`config.mk`:
```
export PLATFORM = sky130hd
export DESIGN_NAME = snn_reward_updater
export DESIGN_NICKNAME = d
export VERILOG_FILES = /design/src/rtl/snn_reward_updater.sv
export SDC_FILE = /design/constraint.sdc
export NUM_CORES = 1
export LEC_CHECK = 0
export ABC_CLOCK_PERIOD_IN_PS = 6000
export CORE_UTILIZATION = 40
export CTS_BUF_LIST = sky130_fd_sc_hd__clkbuf_4 sky130_fd_sc_hd__clkbuf_8
export DETAILED_ROUTE_END_ITERATION = 12
export GPL_ROUTABILITY_DRIVEN = 0
export PLACE_DENSITY_LB_ADDON = 0.1
export SLEW_MARGIN = 20
export SYNTH_ARGS = -nofsm -noshare
export SYNTH_HDL_FRONTEND = slang
export SYNTH_SLANG_ARGS = --single-unit
export TNS_END_PERCENT = 50
```
`constraint.sdc`:
```
create_clock -name i_clk -period 6 [get_ports i_clk]
set_input_delay 0.6 -clock i_clk [delete_from_list [all_inputs] [get_ports i_clk]]
set_output_delay 0.6 -clock i_clk [all_outputs]
set_load 0.02 [all_outputs]
```
`src/rtl/snn_reward_updater.sv`:
```
// Reward-modulated weight updater: walks the synapse memory after an inference step and applies a
// saturating +/-LR read-modify-write to every synapse whose pre and post neurons both spiked.
module snn_reward_updater #(
  parameter int unsigned ADDR_W = 4,
  parameter int unsigned DW     = 8,
  parameter int unsigned N_IN   = 4,
  parameter int unsigned N_OUT  = 4,
  parameter int unsigned LR     = 4,
  parameter int          W_MAX  = 127,
  parameter int          W_MIN  = -128
) (
  input  logic              i_clk,
  input  logic              i_rst_n,
  input  logic              i_start,
  input  logic [1:0]        i_reward,
  input  logic [N_IN-1:0]   i_pre_mask,
  input  logic [N_OUT-1:0]  i_post_mask,
  output logic              o_rd_req,
  output logic [ADDR_W-1:0] o_rd_addr,
  input  logic              i_rd_valid,
  input  logic [DW-1:0]     i_rd_data,
  output logic              o_wb_req,
  output logic [ADDR_W-1:0] o_wb_addr,
  output logic [DW-1:0]     o_wb_data,
  input  logic              i_wb_ack,
  output logic              o_busy,
  output logic              o_done,
  output logic [ADDR_W:0]   o_n_updates
);

  localparam int unsigned       NAddr    = 2 ** ADDR_W;
  localparam logic [ADDR_W-1:0] LastAddr = '1;
  localparam logic signed [DW:0] LrExt   = (DW + 1)'(LR);
  localparam logic signed [DW:0] WMaxExt = (DW + 1)'(W_MAX);
  localparam logic signed [DW:0] WMinExt = (DW + 1)'(W_MIN);

  typedef enum logic [2:0] {StIdle, StScan, StRead, StModify, StWrite, StDone} state_e;

  state_e              r_state, w_state_nxt;
  logic [ADDR_W-1:0]   r_idx;
  logic [N_IN-1:0]     r_pre;
  logic [N_OUT-1:0]    r_post;
  logic                r_punish;
  logic [DW-1:0]       r_w;
  logic [DW-1:0]       r_wb_data;
  logic [ADDR_W:0]     r_n_upd;

  logic [NAddr-1:0]    w_coinc_vec;
  logic                w_coinc;
  logic                w_last;
  logic signed [DW:0]  w_ext;
  logic signed [DW:0]  w_sum;
  logic [DW-1:0]       w_sat;

  // addr = out_idx*N_IN + in_idx
  for (genvar o = 0; o < N_OUT; o++) begin : g_out
    for (genvar i = 0; i < N_IN; i++) begin : g_in
      assign w_coinc_vec[o*N_IN+i] = r_pre[i] & r_post[o];
    end
  end

  assign w_coinc = w_coinc_vec[r_idx];
  assign w_last  = (r_idx == LastAddr);

  always_comb begin
    w_ext = {r_w[DW-1], r_w};
    w_sum = r_punish ? (w_ext - LrExt) : (w_ext + LrExt);
    if (w_sum > WMaxExt) begin
      w_sat = WMaxExt[DW-1:0];
    end else if (w_sum < WMinExt) begin
      w_sat = WMinExt[DW-1:0];
    end else begin
      w_sat = w_sum[DW-1:0];
    end
  end

  always_ff @(posedge i_clk or negedge i_rst_n) begin
    if (!i_rst_n) begin
      r_state <= StIdle;
    end else begin
      r_state <= w_state_nxt;
    end
  end

  always_comb begin
    w_state_nxt = r_state;
    case (r_state)
      StIdle:   if (i_start) w_state_nxt = i_reward[0] ? StScan : StDone;
      StScan: begin
        if (w_coinc) begin
          w_state_nxt = StRead;
        end else if (w_last) begin
          w_state_nxt = StDone;
        end
      end
      StRead:   if (i_rd_valid) w_state_nxt = StModify;
      StModify: w_state_nxt = StWrite;
      StWrite:  if (i_wb_ack) w_state_nxt = w_last ? StDone : StScan;
      StDone:   w_state_nxt = StIdle;
      default:  w_state_nxt = StIdle;
    endcase
  end

  always_ff @(posedge i_clk or negedge i_rst_n) begin
    if (!i_rst_n) begin
      r_idx     <= '0;
      r_pre     <= '0;
      r_post    <= '0;
      r_punish  <= 1'b0;
      r_w       <= '0;
      r_wb_data <= '0;
      r_n_upd   <= '0;
    end else begin
      case (r_state)
        StIdle: begin
          if (i_start) begin
            r_pre    <= i_pre_mask;
            r_post   <= i_post_mask;
            r_punish <= i_reward[1];
            r_n_upd  <= '0;
            r_idx    <= '0;
          end
        end
        StScan:   if (!w_coinc && !w_last) r_idx <= r_idx + ADDR_W'(1);
        StRead:   if (i_rd_valid) r_w <= i_rd_data;
        StModify: r_wb_data <= w_sat;
        StWrite: begin
          if (i_wb_ack) begin
            r_n_upd <= r_n_upd + (ADDR_W + 1)'(1);
            if (!w_last) r_idx <= r_idx + ADDR_W'(1);
          end
        end
        default: ;
      endcase
    end
  end

  assign o_rd_req    = (r_state == StRead);
  assign o_wb_req    = (r_state == StWrite);
  assign o_rd_addr   = r_idx;
  assign o_wb_addr   = r_idx;
  assign o_wb_data   = r_wb_data;
  assign o_busy      = (r_state == StScan) || (r_state == StRead) ||
                       (r_state == StModify) || (r_state == StWrite);
  assign o_done      = (r_state == StDone);
  assign o_n_updates = r_n_upd;

endmodule
```
# After elaboration in Yosys (flattened, before gate mapping)
# Cells that the tools add are included.
[op_classes]
addsub = 4
eq_ne = 12
magnitude_cmp = 3
bitwise_logic = 16
mux = 21
n_reduce_logical = 14
[op_table]
columns = ["operator", "n"]
rows = [
  ["$mux W3", 7],
  ["$and A1 B1 Y1", 16],
  ["$mux W4", 4],
  ["$mux W8", 2],
  ["$pmux W3 S5", 1],
  ["$pmux W4 S3", 1],
  ["$mux W5", 2],
  ["$pmux W5 S2", 1],
  ["$add A8 B4 Y9 const B", 1],
  ["$gt A9 B8 Y1 const B", 1],
  ["$lt A9 B8 Y1 const B", 1],
  ["$mux W9", 1],
  ["$sub A8 B4 Y9 const B", 1],
  ["$eq A3 B2 Y1 const B", 2],
  ["$eq A3 B3 Y1 const B", 2],
  ["$ne A2 B2 Y1 const B", 3],
  ["$add A5 B1 Y5 const B", 1],
  ["$lt A4 B5 Y1 const B", 1],
  ["$reduce_and A5 Y1", 1],
  ["$add A4 B1 Y4 const B", 1],
  ["$bmux W1 S4", 1],
  ["$eq A4 B4 Y1 const B", 1],
  ["$ne A2 B1 Y1 const B", 2],
  ["$reduce_and A2 Y1", 2],
  ["other kinds (11)", 14],
]
[totals]
regBits = 37

# Depth between registers and ports, before layout
[logic_depth]
word_depth = 7
mapped_depth = 7
mapped_depth_nobuf = 7

# Least setup slack after synthesis
# Ideal clock, no wire load.
[synth_timing]
path_kind = "register to register"
startpoint = "reg r_punish"
endpoint = "reg r_wb_data[0] (netlist: o_wb_data[0])"
slack_ns = 3.601
arrival_time_ns = 2.256
setup_time_ns = 0.144
period_less_slack_ns = 2.399
path_stages_with_launch = 8
path_cell_list = "dfrtp_1 > ha_1 > nor3b_1 > a311o_1 > or3b_1 > clkbuf_1 > a311oi_1 > a211oi_1"
[synth_via]
elab_chain_cells = 4
word_cells_on_any_way = 5
classes_between = "order compare (2); mux (3)"
[synth_lines]
columns = ["element", "line_no", "source"]
rows = [
  ["from (decl)", "43", "logic r_punish;"],
  ["from (signal assigned)", "119", "r_punish <= i_reward[1];"],
  ["$mux W9 *", "67", "w_sum = r_punish ? (w_ext - LrExt) : (w_ext + LrExt);"],
  ["$lt A9 B8 Y1", "70", "end else if (w_sum < WMinExt) begin"],
  ["$mux W8", "70", ""],
  ["$mux W8 *", "68", "if (w_sum > WMaxExt) begin"],
  ["to (signal assigned)", "126", "StModify: r_wb_data <= w_sat;"],
  ["to (decl)", "45", "logic [DW-1:0] r_wb_data;"],
]
# Every way passes the cells marked *; elsewhere a longest branch is shown, timed or not.
# A chain may end at the register's enable or synchronous reset.

# Worst setup path in the final report
[layout_timing]
startpoint = "reg r_state[2]"
endpoint = "out o_wb_req"
[layout_via]
elab_chain_cells = 1
[layout_lines]
columns = ["element", "line_no", "source"]
rows = [
  ["from (decl)", "39", "state_e r_state, w_state_nxt;"],
  ["from (signal assigned)", "79", "r_state <= StIdle;"],
  ["from (signal assigned)", "81", "r_state <= w_state_nxt;"],
  ["$eq A3 B3 Y1", "139", "assign o_wb_req = (r_state == StWrite);"],
  ["to (decl)", "22", "output logic o_wb_req,"],
]
# No other way between the ends.

==> impl_summary.txt <==
----------------------------------------------------
[Timing]
  Final setup viols ... 0
  Hold WS ... about 0.40 ns
  Remaining max-slew budget at the tightest pin ... ~29%
  Worst-margin pin slew ... 1.06 ns
  Fin Clk Skew ... about 0.0067 ns
  Number of slew-limit violations in the final report ... 0
  Final cycle utilization of the critical path ... approximately 47%
  RSZ-0062 raised after global routing ... no
  Clock period minus final worst setup slack ... ~2.8 ns
  FMAX ... between 0.3 and 0.4 GHz
  Final TNS setup ... 0 ns
  Final critical-path setup slack ... approximately 3.2 ns
  Hold violation count in the final report ... 0

[Worst setup path]
  CP required ... 5.40 ns
  Delay of the slowest cell on the worst path ... about 0.7 ns
  Crit path launch type ... flop
  Critical-path cell list ... inv_1, nor3_1, clkdlybuf4s50_1
  Endpoint kind of the worst setup timing path ... output pin
  Worst-path cell with the longest stage delay ... sky130_fd_sc_hd__clkdlybuf4s50_1
  Crit Reg-Reg Endpoint ... o_wb_data[2]$_DFFE_PN0P_
  Worst setup startpoint ... r_state[2]$_DFFE_PN0P_
  Startpoint of the worst register-to-register path ... r_punish$_DFFE_PN0P_
  Capturing element of the worst setup path ... o_wb_req
  Largest fanout on the critical path ... 12
  Slack of the worst reg-to-reg path ... between 3 and 4 ns
  Type of the worst setup path ... reg2out
  Critical path data arrival time ... 2.21 ns
  Path depth of the worst reg2reg path ... 6

[Floorplan]
  Die width ... ~74 um
  FP Rows ... 25
  Area inside the core boundary ... between 4000 and 5000 sq um
  IO Count ... 48
  Initial core utilization ... a little over two fifths
  Die Outline Area ... ~5500 sq um
  Chip Height ... 74.0 um

[Yosys]
  Number of flops mapped to enable cells by yosys ... 0
  Warnings from Yosys ... 0
  Most used flip-flop cell after synthesis ... sky130_fd_sc_hd__dfrtp_1
  Synthesized netlist cell count ... 201
  Post-synthesis share of cell area spent on xor and xnor gates ... roughly 3.4%
  Area share of the leading cell type in the synthesized netlist ... about 45%
  Synthesized-area fraction occupied by adder cells ... between 5 and 6%
  Combinational family with the most area after synthesis ... simple AND/OR/NAND/NOR gates
  Synthesized-area fraction occupied by ao, oa, aoi and oai cells ... around 15%
  Mean instance size in the synthesized netlist ... just over 10 sq um
  Mux share of post-synthesis cell area ... under 10%
  Syn Nets ... 233
  Asr flop ratio synth ... 100%
  Library cells used by synthesis ... 47
  Part of the Yosys area used for sequential elements ... 44.7%
  Top area cells in the synthesized netlist ... sky130_fd_sc_hd__dfrtp_1 45%, sky130_fd_sc_hd__mux2_2 6.5%, sky130_fd_sc_hd__ha_1 4.8%
  Largest area contributor in the synthesized netlist ... sky130_fd_sc_hd__dfrtp_1
  Simple-gate area share of the yosys netlist ... roughly 15%
  Post-Synthesis Cell Area ... between 2000 and 2500 sq um
  Synthesized flop and latch total ... 37

[Power and ir drop]
  Combinational share of power ... ~56%
  Part of the total power dissipated in sequential elements ... ~32%
  Internal ... roughly 0.0008 W
  LEAKAGE ... 1.09 nW
  Power density over the cells ... about 540 nW/um^2
  Clk network pwr share ... 12.3%
  Max VDD drop ... around 200 uV
  Net Switching ... 0.000597 W
  Switching share of power ... about 42%

[GRT]
  Pin count of the biggest net entering global routing ... 38
  Via count of the first global-routing pass ... 1,537
  GRT Residual Overflow ... 0
  Initial antenna violation count ... 0
  Global-route wire length before repair ... ~7.2 mm
  All-layer global routing usage ... roughly 17%

[Route]
  Total iterations of the first detailed-routing run ... 4
  Via count of the routed design ... approximately 1,600
  Routed via count divided by cell count ... approximately 5.2
  Detailed router's first-iteration violation count ... 87
  Detail-routed net length per standard cell ... 13.2 um
  Remaining antenna violation count after routing ... 0
  DR DRC count ... 0
  Wire length reported by the detailed router ... 4.12 mm

[Clock network]
  Clock latency on the worst-skew pair ... about 0.29 ns
  Number of H-tree levels ... 2
  Total clock buffers created by CTS ... 5
  Post-CTS repair timing setup buffer count ... 0
  Clock slew seen by the registers of the worst setup and hold paths ... about 0.080 ns
  CTS tree ... yes
  Worst-case clock buffer depth ... 2
  Count of instances resized after the clock tree is built ... 0
  Cts hold-fix bufs ... 0
  Number of sinks on the clock net ... 37
  Cell at the root of the clock tree ... sky130_fd_sc_hd__clkbuf_8

[Placed design]
  Half-perimeter wire length of the detailed placement result ... ~3 mm
  Pre-CTS setup slack ... between 3 and 4 ns
  Number of port buffers ... 47

[Final layout]
  Seq. cell area ... 926 sq um
  Area Overhead vs Synth ... 27.1%
  Area of combinational cells with multiple inputs ... around 1000 sq um
  Nets ... between 200 and 300
  Layout filler cell count ... about 440
  Ratio of cells with drive above 1 in the final layout ... 11.8%
  Antenna diode count ... 0

[Min path]
  Worst hold path class ... in2async

[Run]
  Max capacitance violation total ... 0

[Outcome]
  Outcome ... finished clean

----------------------------------------------------
cell usage after synthesis, types with 2 or more instances:
master	instances
sky130_fd_sc_hd__nand3b_1	3
sky130_fd_sc_hd__nand4_1	3
sky130_fd_sc_hd__buf_4	4
sky130_fd_sc_hd__or3_1	2
sky130_fd_sc_hd__dfrtp_1	37
sky130_fd_sc_hd__o21ai_0	12
sky130_fd_sc_hd__buf_6	3
sky130_fd_sc_hd__mux4_2	2
sky130_fd_sc_hd__nand3_1	2
sky130_fd_sc_hd__xnor2_1	3
sky130_fd_sc_hd__nand2_1	14
sky130_fd_sc_hd__nor2b_1	2
sky130_fd_sc_hd__o22ai_1	7
sky130_fd_sc_hd__xor2_1	5
sky130_fd_sc_hd__inv_1	13
sky130_fd_sc_hd__nor4_1	2
sky130_fd_sc_hd__nor2_1	16
sky130_fd_sc_hd__ha_1	8
sky130_fd_sc_hd__nand2b_1	2
sky130_fd_sc_hd__clkbuf_1	3
sky130_fd_sc_hd__a211oi_1	6
sky130_fd_sc_hd__mux2_2	12
sky130_fd_sc_hd__nor3_1	8
sky130_fd_sc_hd__nor3b_1	2
sky130_fd_sc_hd__a21oi_1	8
how the worst min path moves through the flow:
stage                             start                         end  slack (ns)  cells past startpoint
2_1_floorplan                   i_rst_n  o_n_updates[0]$_DFFE_PN0P_        0.30                      0
3_3_place_gp   o_wb_data[7]$_DFFE_PN0P_    o_wb_data[7]$_DFFE_PN0P_        0.47                      2
5_1_grt                         i_rst_n          r_w[1]$_DFFE_PN0P_        0.48                      1
3_5_place_dp   o_wb_data[7]$_DFFE_PN0P_    o_wb_data[7]$_DFFE_PN0P_        0.48                      2
4_1_cts                         i_rst_n      r_state[2]$_DFFE_PN0P_        0.43                      1
6_report                        i_rst_n      r_state[1]$_DFFE_PN0P_        0.40                      1
power groups by stage:
stage	Sequential, W	Combinational [W]	Clock [W]
floorplan	0.000468	0.000561	0
global placement	0.000461	0.000774	0
detailed placement	0.000463	0.000783	0
CTS	0.000458	0.000785	0.000179
global route	0.000475	0.000878	0.000191
finish	0.000455	0.000783	0.000174
final cells by class:
type                    count  area share (%)
multi-input cells         140            38.8
flip-flops and latches     37            35.2
repair buffers             47            17.7
well taps                  67            3.19
clock buffers               6            2.90
inverters                  13            1.85
clock inverters             2           0.380
metal layers:
metal | GRT usage (%) | vias up | wire, um
met5 | 0 | - | 0
met1 | 26.5 | 774 | 2200
met3 | 4.07 | 7 | 185
li1 | - | 809 | -
met4 | 5.98 | 0 | 51
met2 | 23.6 | 38 | 1680
registers in the layout, summed over array words and instances, names as in the netlist:
name         cells
o_rd_addr        4
r_w              8
o_wb_data        8
r_post           4
o_n_updates      5
r_punish         1
r_pre            4
r_state          3
cells in the final DEF (no fill, tap or decap), types with 2 or more instances in the layout:
| cell type | count |
|---|---|
| sky130_fd_sc_hd__nand2_1 | 14 |
| sky130_fd_sc_hd__nor3_1 | 7 |
| sky130_fd_sc_hd__ha_1 | 8 |
| sky130_fd_sc_hd__a21oi_1 | 8 |
| sky130_fd_sc_hd__nand4_1 | 3 |
| sky130_fd_sc_hd__clkbuf_8 | 5 |
| sky130_fd_sc_hd__nor2_1 | 16 |
| sky130_fd_sc_hd__xor2_1 | 5 |
| sky130_fd_sc_hd__nor3b_1 | 2 |
| sky130_fd_sc_hd__nand3b_1 | 3 |
| sky130_fd_sc_hd__nand2b_1 | 2 |
| sky130_fd_sc_hd__mux4_2 | 2 |
| sky130_fd_sc_hd__o21ai_0 | 12 |
| sky130_fd_sc_hd__xnor2_1 | 3 |
| sky130_fd_sc_hd__or3_1 | 2 |
| sky130_fd_sc_hd__inv_1 | 13 |
| sky130_fd_sc_hd__o22ai_1 | 7 |
| sky130_fd_sc_hd__nor2b_1 | 2 |
| sky130_fd_sc_hd__clkinv_2 | 2 |
| sky130_fd_sc_hd__a211oi_1 | 6 |
| sky130_fd_sc_hd__nor4_1 | 2 |
| sky130_fd_sc_hd__dfrtp_1 | 37 |
| sky130_fd_sc_hd__mux2_2 | 12 |
| sky130_fd_sc_hd__clkdlybuf4s50_1 | 46 |
| sky130_fd_sc_hd__nand3_1 | 2 |
critical path, delay by kind of cell (launching register included):
| kind | cells | cell delay (ns) |
|---|---|---|
| flip-flops | 1 | 0.61 |
| AND/OR/NAND/NOR | 1 | 0.46 |
| buffers and inverters | 2 | 0.85 |
cells by family after synthesis:
group                      count (synthesis)
adders and majority gates                  9
buffers and inverters                     24
and+or+nand+nor                           63
DFF                                       37
muxes                                     15
xor gates and xnor gates                   8
AOI/OAI and AO/OA                         45
stage by stage:
| step | instances | cell area [sq um] | power (W) | utilization (%) |
|---|---|---|---|---|
| after floorplan | 201 | 2070 | 0.00103 | - |
| after global placement | 304 | 2540 | 0.00123 | 52.5 |
| after detailed placement | 304 | 2540 | 0.00125 | 52.5 |
| after CTS | 312 | 2630 | 0.00142 | 54.3 |
| after global routing | 312 | 2630 | 0.00154 | 54.3 |
| final | 312 | 2630 | 0.00141 | 54.3 |
Note: power is estimated with default switching activity, not from simulation.
